--- config.mk ---
export PLATFORM = sky130hd
export DESIGN_NAME = sync_timing_ctrl_flat
export DESIGN_NICKNAME = d
export VERILOG_FILES = /design/src/rtl/sync_timing_ctrl_if.sv /design/src/rtl/sync_timing_ctrl.sv /design/src/flat_wrapper.sv
export SDC_FILE = /design/constraint.sdc
export NUM_CORES = 1
export LEC_CHECK = 0
export ABC_AREA = 1
export CORE_ASPECT_RATIO = 0.5
export CORE_MARGIN = 8
export CORE_UTILIZATION = 45
export DETAILED_ROUTE_END_ITERATION = 8
export PLACE_DENSITY = 0.77
export SYNTH_ARGS = -nofsm -noshare
export SYNTH_HDL_FRONTEND = slang
export SYNTH_SLANG_ARGS = --single-unit
--- constraint.sdc ---
create_clock -name clk -period 9.52 [get_ports clk]
set_clock_uncertainty 0.1 [all_clocks]
set_input_delay 2.38 -clock clk [delete_from_list [all_inputs] [get_ports clk]]
set_output_delay 2.38 -clock clk [all_outputs]
set_load 0.005 [all_outputs]
--- src/rtl/sync_timing_ctrl_if.sv ---
// Handshake/sample bundle between the front end and the timing controller.
interface sync_timing_ctrl_if;
  logic       start;
  logic       abort;
  logic       in_valid;
  logic [7:0] thresh;
  logic [7:0] num_sym;
  logic [6:0] corr_re;
  logic [6:0] corr_im;
  logic       corr_ena;
  logic       busy;
  logic       locked;
  logic       sym_start;
  logic [7:0] peak_mag;
  logic       frame_done;
  logic       timeout;

  modport master (
    output start, abort, in_valid, thresh, num_sym, corr_re, corr_im,
    input  corr_ena, busy, locked, sym_start, peak_mag, frame_done, timeout
  );

  modport slave (
    input  start, abort, in_valid, thresh, num_sym, corr_re, corr_im,
    output corr_ena, busy, locked, sym_start, peak_mag, frame_done, timeout
  );
endinterface

--- src/rtl/sync_timing_ctrl.sv ---
// OFDM symbol timing acquisition: flush the correlator, search for a threshold
// crossing, pick the strongest peak in a short window, then emit symbol strobes.
module sync_timing_ctrl #(
  parameter int unsigned PEAK_WIN  = 16,
  parameter int unsigned SYM_LEN   = 80,
  parameter int unsigned FIRST_OFF = 32,
  parameter int unsigned SEARCH_TO = 4095
) (
  input logic               clk,
  input logic               rst,
  sync_timing_ctrl_if.slave bus
);

  localparam logic [15:0] FlushLen  = 16'd63;
  localparam logic [15:0] PeakWinC  = 16'(PEAK_WIN);
  localparam logic [15:0] SymLenC   = 16'(SYM_LEN);
  localparam logic [15:0] FirstOffC = 16'(FIRST_OFF);
  localparam logic [15:0] SearchToC = 16'(SEARCH_TO);

  typedef enum logic [2:0] {StIdle, StFlush, StSearch, StPeak, StLocked} state_e;

  state_e      state_q;
  logic [7:0]  thresh_q;
  logic [7:0]  num_sym_q;
  logic [7:0]  sym_cnt_q;   // sym_starts emitted so far
  logic [7:0]  peak_mag_q;
  logic [15:0] cnt_q;       // flush / search / peak-window sample count
  logic [15:0] pos_q;       // samples since peak, then since last sym_start
  logic        sym_start_q;
  logic        frame_done_q;
  logic        timeout_q;

  logic        accept;
  logic [7:0]  re_ext, im_ext, abs_re, abs_im, mag;
  logic [15:0] sym_target;

  // Sample acceptance and |re|+|im| magnitude (|-64| = 64 fits in 8 bits).
  always_comb begin
    accept     = bus.in_valid && (state_q != StIdle);
    re_ext     = {bus.corr_re[6], bus.corr_re};
    im_ext     = {bus.corr_im[6], bus.corr_im};
    abs_re     = re_ext[7] ? (~re_ext + 8'd1) : re_ext;
    abs_im     = im_ext[7] ? (~im_ext + 8'd1) : im_ext;
    mag        = abs_re + abs_im;
    sym_target = (sym_cnt_q == 8'd0) ? FirstOffC : SymLenC;
  end

  // Single FSM with registered pulse outputs; abort overrides every transition.
  always_ff @(posedge clk) begin
    if (!rst) begin
      state_q      <= StIdle;
      thresh_q     <= 8'd0;
      num_sym_q    <= 8'd0;
      sym_cnt_q    <= 8'd0;
      peak_mag_q   <= 8'd0;
      cnt_q        <= 16'd0;
      pos_q        <= 16'd0;
      sym_start_q  <= 1'b0;
      frame_done_q <= 1'b0;
      timeout_q    <= 1'b0;
    end else begin
      sym_start_q  <= 1'b0;
      frame_done_q <= 1'b0;
      timeout_q    <= 1'b0;
      if (bus.abort) begin
        state_q   <= StIdle;
        cnt_q     <= 16'd0;
        pos_q     <= 16'd0;
        sym_cnt_q <= 8'd0;
      end else begin
        unique case (state_q)
          StIdle: begin
            if (bus.start) begin
              state_q    <= StFlush;
              thresh_q   <= bus.thresh;
              num_sym_q  <= (bus.num_sym == 8'd0) ? 8'd1 : bus.num_sym;
              peak_mag_q <= 8'd0;
              cnt_q      <= 16'd0;
              pos_q      <= 16'd0;
              sym_cnt_q  <= 8'd0;
            end
          end
          StFlush: begin
            // Refill the 64-tap chain with 63 fresh samples before trusting it.
            if (accept) begin
              if (cnt_q == FlushLen - 16'd1) begin
                state_q <= StSearch;
                cnt_q   <= 16'd0;
              end else begin
                cnt_q <= cnt_q + 16'd1;
              end
            end
          end
          StSearch: begin
            if (accept) begin
              if (mag >= thresh_q) begin
                state_q    <= (PEAK_WIN <= 1) ? StLocked : StPeak;
                peak_mag_q <= mag;
                pos_q      <= 16'd0;
                cnt_q      <= 16'd1;
              end else if (cnt_q == SearchToC - 16'd1) begin
                state_q   <= StIdle;
                timeout_q <= 1'b1;
                cnt_q     <= 16'd0;
              end else begin
                cnt_q <= cnt_q + 16'd1;
              end
            end
          end
          StPeak: begin
            if (accept) begin
              // Strictly greater: ties keep the earliest sample.
              if (mag > peak_mag_q) begin
                peak_mag_q <= mag;
                pos_q      <= 16'd0;
              end else begin
                pos_q <= pos_q + 16'd1;
              end
              if (cnt_q == PeakWinC - 16'd1) begin
                state_q <= StLocked;
                cnt_q   <= 16'd0;
              end else begin
                cnt_q <= cnt_q + 16'd1;
              end
            end
          end
          StLocked: begin
            if (accept) begin
              if (sym_cnt_q == num_sym_q) begin
                state_q      <= StIdle;
                frame_done_q <= 1'b1;
                pos_q        <= 16'd0;
                sym_cnt_q    <= 8'd0;
              end else if (pos_q + 16'd1 == sym_target) begin
                sym_start_q <= 1'b1;
                pos_q       <= 16'd0;
                sym_cnt_q   <= sym_cnt_q + 8'd1;
              end else begin
                pos_q <= pos_q + 16'd1;
              end
            end
          end
          default: state_q <= StIdle;
        endcase
      end
    end
  end

  // Status decodes of the state register and registered pulses.
  always_comb begin
    bus.corr_ena   = accept;
    bus.busy       = (state_q != StIdle);
    bus.locked     = (state_q == StLocked);
    bus.sym_start  = sym_start_q;
    bus.frame_done = frame_done_q;
    bus.timeout    = timeout_q;
    bus.peak_mag   = peak_mag_q;
  end

endmodule

--- src/flat_wrapper.sv ---
// flat-port wrapper written by rule: the top's interface ports become plain ports
module sync_timing_ctrl_flat 
#(
  parameter int unsigned PEAK_WIN  = 16,
  parameter int unsigned SYM_LEN   = 80,
  parameter int unsigned FIRST_OFF = 32,
  parameter int unsigned SEARCH_TO = 4095
)
  (clk, rst, bus_start, bus_abort, bus_in_valid, bus_thresh, bus_num_sym, bus_corr_re, bus_corr_im, bus_corr_ena, bus_busy, bus_locked, bus_sym_start, bus_peak_mag, bus_frame_done, bus_timeout);
  sync_timing_ctrl_if bus_i ();
  input logic clk;
  input logic rst;
  input wire logic [$bits(bus_i.start)-1:0] bus_start;
  input wire logic [$bits(bus_i.abort)-1:0] bus_abort;
  input wire logic [$bits(bus_i.in_valid)-1:0] bus_in_valid;
  input wire logic [$bits(bus_i.thresh)-1:0] bus_thresh;
  input wire logic [$bits(bus_i.num_sym)-1:0] bus_num_sym;
  input wire logic [$bits(bus_i.corr_re)-1:0] bus_corr_re;
  input wire logic [$bits(bus_i.corr_im)-1:0] bus_corr_im;
  output wire logic [$bits(bus_i.corr_ena)-1:0] bus_corr_ena;
  output wire logic [$bits(bus_i.busy)-1:0] bus_busy;
  output wire logic [$bits(bus_i.locked)-1:0] bus_locked;
  output wire logic [$bits(bus_i.sym_start)-1:0] bus_sym_start;
  output wire logic [$bits(bus_i.peak_mag)-1:0] bus_peak_mag;
  output wire logic [$bits(bus_i.frame_done)-1:0] bus_frame_done;
  output wire logic [$bits(bus_i.timeout)-1:0] bus_timeout;
  assign bus_i.start = bus_start;
  assign bus_i.abort = bus_abort;
  assign bus_i.in_valid = bus_in_valid;
  assign bus_i.thresh = bus_thresh;
  assign bus_i.num_sym = bus_num_sym;
  assign bus_i.corr_re = bus_corr_re;
  assign bus_i.corr_im = bus_corr_im;
  assign bus_corr_ena = bus_i.corr_ena;
  assign bus_busy = bus_i.busy;
  assign bus_locked = bus_i.locked;
  assign bus_sym_start = bus_i.sym_start;
  assign bus_peak_mag = bus_i.peak_mag;
  assign bus_frame_done = bus_i.frame_done;
  assign bus_timeout = bus_i.timeout;
  sync_timing_ctrl #(.PEAK_WIN(PEAK_WIN), .SYM_LEN(SYM_LEN), .FIRST_OFF(FIRST_OFF), .SEARCH_TO(SEARCH_TO)) u_core (.clk(clk), .rst(rst), .bus(bus_i));
endmodule
### Yosys cells after proc, flatten, opt, wreduce, memory -nomap -nowiden

Cells that the tools add are included.

* output and inout bits: 14
* bits in registers: 70
* word-level logic and storage cells: 110

* eq/ne operators: 21
* reductions and logical operators: 19
* magnitude comparators: 2
* bitwise logic cells: 7
* mux-type cells: 45
* add/sub/neg operators: 6

Operators by type and width (number)
* 2-to-1 mux 16 bit: 15
* one-hot mux 16 bit (4 select lines): 2
* 2-to-1 mux 8 bit: 11
* adder 16 x 1 -> 16 bit, second input constant: 2
* 2-to-1 mux 3 bit: 10
* adder 8 x 1 -> 8 bit, second input constant: 3
* one-hot mux 8 bit (3 select lines): 1
* equality test 16 x 12 -> 1 bit, second input constant: 1
* equality test 16 bit: 1
* equality test 16 x 4 -> 1 bit, second input constant: 1
* equality test 16 x 6 -> 1 bit, second input constant: 1
* zero test 8 bit: 2
* inverter 8 bit: 2
* one-hot mux 8 bit (2 select lines): 1
* one-hot mux 3 bit (5 select lines): 1
* != test 2 x 1 -> 1 bit, second input constant: 5
* != test 2 bit, second input constant: 5
* OR reduction 5 bit: 2
* AND reduction 9 bit: 1
* adder 8 bit: 1
* equality test 8 bit: 1
* greater-or-equal comparator 8 bit: 1
* greater-than comparator 8 bit: 1
* nonzero test 4 bit: 2
* other kinds (18): 27

### Logic depth before layout (Yosys ltp)

* depth after elaboration: 8
* mapped depth: 24

### Least setup slack after synthesis

OpenSTA, ideal clock, no wires.

* kind: input port to flip-flop
* start: in bus_corr_im[1]
* end: reg u_core.peak_mag_q[0], in the netlist u_core.bus.peak_mag[0]
* setup slack: 4.041 ns
* arrival time: 5.268 ns
* cell stages on the path: 23
* path buffers: 1
* cell sequence: inv_1 > ha_1 > nand2_1 > o21ai_0 > inv_1 > fa_1 > inv_1 > nand3_1 > nand2_1 > nand2_1 > nand2_1 > a21oi_1 > xnor2_1 > ha_1 > nand2_1 > nor2_1 > nand3_1 > o21ai_0 > a21oi_4 > and2_4 > buf_8 > nor2_2 > nor2_2

* longest elaborated chain between the ends: 7

Ends and longest elaborated chain
* from (decl): line flat_wrapper.sv:19 `input wire logic [$bits(bus_i.corr_im)-1:0] bus_corr_im;`
* inverter 8 bit: line sync_timing_ctrl.sv:43 `abs_im = im_ext[7] ? (~im_ext + 8'd1) : im_ext;`
* adder 8 x 1 -> 8 bit: line sync_timing_ctrl.sv:43
* 2-to-1 mux 8 bit *: line sync_timing_ctrl.sv:43
* adder 8 bit *: line sync_timing_ctrl.sv:44 `mag = abs_re + abs_im;`
* greater-than comparator 8 bit or greater-or-equal comparator 8 bit (tied branches): line sync_timing_ctrl.sv:113, sync_timing_ctrl.sv:96
* != test 2 x 1 -> 1 bit (no source line)
* AND reduction 7 bit (no source line) *
* to (signal assigned): line sync_timing_ctrl.sv:98 `peak_mag_q <= mag;`
* to (signal assigned): line sync_timing_ctrl.sv:114 `peak_mag_q <= mag;`
* to (decl): line sync_timing_ctrl.sv:26 `logic [7:0] peak_mag_q;`

Every way passes the cells marked *; elsewhere a longest branch is shown, timed or not.
A chain may end at the register's enable or synchronous reset.

### Worst setup path in the final report

* start: in bus_in_valid
* end: out bus_corr_ena

* longest elaborated chain between the ends: 1

Ends and longest elaborated chain
* from (decl): line flat_wrapper.sv:15 `input wire logic [$bits(bus_i.in_valid)-1:0] bus_in_valid;`
* logical AND 1 bit: line sync_timing_ctrl.sv:39 `accept = bus.in_valid && (state_q != StIdle);`
* to (decl): line flat_wrapper.sv:20 `output wire logic [$bits(bus_i.corr_ena)-1:0] bus_corr_ena;`

No other way between the ends.

==> results by group <==
Status
  • Run status: finished clean

Yosys
  • Post-synthesis async set-or-reset flop share: 0%
  • List of most frequent post-synthesis cells: sky130_fd_sc_hd__nand2_1 (183), sky130_fd_sc_hd__inv_1 (98), sky130_fd_sc_hd__nor2_1 (94)
  • Number of flops mapped to enable cells by yosys: 0
  • Number of warnings issued by yosys: 0
  • Number of distinct standard cells referenced by the synthesized netlist: between 40 and 50
  • Main flop type after synthesis: sky130_fd_sc_hd__dfxtp_1
  • Synth Net Count: 883
  • Fraction of post-synthesis cell area in the top cell type by area: between 20% and 30%
  • Library cell occupying the most area in the post-synthesis netlist: sky130_fd_sc_hd__dfxtp_1
  • Top cells by area, synth: sky130_fd_sc_hd__dfxtp_1 (26%), sky130_fd_sc_hd__nand2_1 (13%), sky130_fd_sc_hd__ha_1 (7.1%)
  • Syn_area_per_cell: around 6.5 µm²
  • Synth Instances: approximately 820
  • Post-synth design cell area: around 5300 µm²
  • Library cell with the highest instance count after synthesis: sky130_fd_sc_hd__nand2_1
  • Yosys reg bits: 70
  • Sequential element share of the synthesized area: about a quarter

Clock tree
  • Setup fix buffers added after clock tree synthesis: 0
  • Clock transition at the register clock pins on the worst setup and hold paths after CTS: approximately 0.05 ns
  • Clock buffers created by TritonCTS: 9
  • Number of buffers inserted for hold repair after clock tree synthesis: 0
  • Count of cells resized by post-cts repair: 0
  • Clock tree from TritonCTS: built
  • Sinks on Clock Net: 70
  • Clock tree buffer depth: 2
  • Clock latency of the later-clocked register in the worst-skew pair: ~0.33 ns
  • H-tree depth reported by CTS: 3
  • Buffer type at the clock tree root: sky130_fd_sc_hd__clkbuf_16

STA
  • Final slew viol count: 0
  • Crit path time final: around 6.3 ns
  • Final number of setup-violating endpoints: 0
  • Post-layout worst setup margin: roughly 3.2 ns
  • Hold Vio Cnt, Final: 0
  • Setup TNS Final: 0 ns
  • Worst-case headroom to the max-slew limit: about 38%
  • Fin Hold WS: 0.3678 ns
  • Highest attainable clock frequency: between 150 and 200 MHz
  • Unrepaired setup endpoints after global routing: false
  • Slew at the pin closest to its max-slew limit: around 0.93 ns
  • Post-route clock period utilization: around 66%

Power and ir drop
  • Maximum VDD drop: approximately 0.00012 V
  • Leakage Power: approximately 2.7 nW
  • Power density relative to cell area: between 200 and 250 nW/µm²

Floorplanning
  • Horizontal die dimension: 169.3 µm
  • Effective utilization at floorplan: 45.48%
  • Die footprint: approximately 16000 µm²
  • Row count: 28
  • Height of the die: about 90 µm
  • Io pins: between 40 and 50
  • Core area: about 12000 µm²

Place
  • Placed Instances: 1012
  • Quantity of I/O buffers inserted on ports: between 40 and 50
  • Routability-driven placement congestion ratio: 0.8966
  • DP HPWL: a little under 10 mm
  • Worst Setup Slack post-DPL: slightly below 3 ns

Global routing
  • Via count of the first global-routing pass: approximately 5000
  • First-pass GRT wire length: ~22 mm
  • Gr usage total: between 10% and 20%
  • Number of antenna violations at the first check in global routing: 0
  • Total grt overflow: 0
  • Largest net degree at the start of global routing: 26

Setup path
  • Crit path capture type: output pin
  • Required time at the endpoint of the critical path: a little over 7 ns
  • Destination of the worst register-to-register timing path: u_core.thresh_q[4]
  • Worst path max stage delay: 0.61 ns
  • Startpoint kind of the worst setup timing path: primary input
  • Slowest library cell on the worst path: sky130_fd_sc_hd__clkdlybuf4s50_1
  • R2R depth: 8
  • Arrival time at the worst endpoint: between 3 and 4 ns
  • Worst-case register-to-register setup slack: roughly 6.7 ns
  • Crit path cell chain: clkdlybuf4s50_1 > inv_1 > nor2_2 > clkdlybuf4s50_1
  • Worst-path fanout max: 6
  • Count of buffering cells on the critical path with inverters included: 3
  • Number of logic stages on the critical path including buffering: 4
  • Delay-heaviest family, CP: buffers and inverters
  • Setup Crit Path Kind: primary input to output pin
  • Crit-path most repeated cell: sky130_fd_sc_hd__clkdlybuf4s50_1
  • Launching point of the worst reg2reg path: u_core.state_q[1]

Drt
  • Residual DRC count: 0
  • Post-route ant nets: 0
  • Vias post-DR: between 5000 and 6000
  • Number of DRC markers after the initial detailed-route iteration: approximately 390
  • Routed length per instance: between 10 and 15 µm
  • Detail-routed via count per cell: 5.197
  • Total iterations of the first detailed-routing run: 5
  • Detailed-route wire length: 13.08 mm

Final layout
  • Fraction of final layout cells with drive strength greater than 1: a little under a tenth
  • # nets final: around 920
  • Number of standard cells in the layout, taps in and fillers out: just over 1000
  • Layout-stage area growth over the synthesis result: 16.86%
  • Count of filler cells inserted in the layout: 1139
  • Ant diodes: 0

Worst hold path
  • Hold Path Class: flop to flop
  • Worst Hold Launch: u_core.thresh_q[2]
  • Worst Hold Path EP: u_core.thresh_q[2]
  • Cell count of the worst hold path: 2

Job
  • Max-cap viol count: 0
cell families after synthesis:
family	count (synthesis)	synth area share, %
DFF	70	26.49
adders and majority gates	31	7.474
buffers and inverters	131	10.31
AOI/OAI and AO/OA	110	11.54
and+or+nand+nor	445	39.22
xor gates and xnor gates	30	4.967
registers in the layout (all words and copies together), names as in the netlist:
signal / flops
u_core.state_q: 3
u_core.bus.frame_done: 1
u_core.sym_cnt_q: 8
u_core.pos_q: 16
u_core.thresh_q: 8
u_core.cnt_q: 16
u_core.num_sym_q: 8
u_core.bus.peak_mag: 8
u_core.bus.sym_start: 1
u_core.bus.timeout: 1
worst min-delay path: stages, from the launching register on:
cell and delay, ns:
sky130_fd_sc_hd__dfxtp_1 0.29, sky130_fd_sc_hd__inv_1 0.07, sky130_fd_sc_hd__a21oi_1 0.06
placed cells by master, fill, tap and decap left out, types with 2 or more instances in the layout:
| cell type | n |
|---|---|
| sky130_fd_sc_hd__nand3_1 | 68 |
| sky130_fd_sc_hd__a21oi_1 | 52 |
| sky130_fd_sc_hd__inv_1 | 98 |
| sky130_fd_sc_hd__nor3_1 | 23 |
| sky130_fd_sc_hd__nor2_1 | 94 |
| sky130_fd_sc_hd__nor2_2 | 26 |
| sky130_fd_sc_hd__nand2_4 | 3 |
| sky130_fd_sc_hd__nand2_2 | 9 |
| sky130_fd_sc_hd__ha_1 | 30 |
| sky130_fd_sc_hd__o21bai_1 | 3 |
| sky130_fd_sc_hd__inv_2 | 7 |
| sky130_fd_sc_hd__nor4_1 | 3 |
| sky130_fd_sc_hd__a31oi_1 | 2 |
| sky130_fd_sc_hd__clkinv_1 | 3 |
| sky130_fd_sc_hd__nand3_2 | 2 |
| sky130_fd_sc_hd__dfxtp_1 | 70 |
| sky130_fd_sc_hd__bufinv_16 | 2 |
| sky130_fd_sc_hd__buf_4 | 2 |
| sky130_fd_sc_hd__inv_4 | 3 |
| sky130_fd_sc_hd__nor3_2 | 3 |
| sky130_fd_sc_hd__o22ai_1 | 3 |
| sky130_fd_sc_hd__clkdlybuf4s50_1 | 48 |
| sky130_fd_sc_hd__o31ai_1 | 5 |
| sky130_fd_sc_hd__xor2_1 | 15 |
| sky130_fd_sc_hd__o21ai_1 | 2 |
| sky130_fd_sc_hd__nor2_8 | 2 |
| sky130_fd_sc_hd__o21ai_0 | 35 |
| sky130_fd_sc_hd__nor3b_1 | 3 |
| sky130_fd_sc_hd__xnor2_1 | 15 |
| sky130_fd_sc_hd__nand4_1 | 13 |
| sky130_fd_sc_hd__nand3b_1 | 3 |
| sky130_fd_sc_hd__nor2_4 | 3 |
| sky130_fd_sc_hd__or2_2 | 3 |
| sky130_fd_sc_hd__o211ai_1 | 2 |
| sky130_fd_sc_hd__clkbuf_16 | 9 |
| sky130_fd_sc_hd__nand2_1 | 183 |
stage by stage:
stage                     total power [mW]  util, %  cell area, µm²
after floorplan                     0.8638        -            5290
after global placement               1.006    50.47            5871
after detailed placement             1.021    50.47            5871
after CTS                            1.380    53.15            6182
after global routing                 1.478    53.15            6182
final                                1.380    53.15            6182
where the power goes:
group	switching [mW]	internal (mW)
registers	0.0498	0.336
clock network	0.119	0.233
logic	0.411	0.231
total	0.580	0.800
final cells by class:
| type | instances | area (µm²) | share of cell area, % |
|---|---|---|---|
| timing repair buffer | 50 | 495.5 | 8.015 |
| clock buffer | 10 | 239.0 | 3.866 |
| multi-input combinational | 616 | 3343 | 54.08 |
| inverter | 111 | 424.2 | 6.861 |
| tap | 165 | 206.4 | 3.339 |
| clock inverter | 4 | 72.57 | 1.174 |
| sequential | 70 | 1401 | 22.67 |
how the worst max path moves through the flow:
stage	from	end	slack, ns
floorplan	bus_corr_im[1]	u_core.bus.peak_mag[0]	4.04
global placement	bus_corr_im[0]	u_core.pos_q[9]	3.08
detailed placement	bus_corr_im[0]	u_core.pos_q[3]	2.98
CTS	bus_in_valid	bus_corr_ena	3.23
global route	bus_corr_im[0]	u_core.pos_q[12]	2.87
finish	bus_in_valid	bus_corr_ena	3.22
per-layer routing:
metal	routed length [µm]	up-vias	share of wire (%)	track usage, %
met5	0	-	0	0
met4	206	0	1.6	5.560
met3	710	22	5.4	3.014
met2	6299	171	48	29.97
met1	5860	2419	45	19.97
li1	-	2720	-	-
No activity file was read; power rests on OpenSTA's default activity.
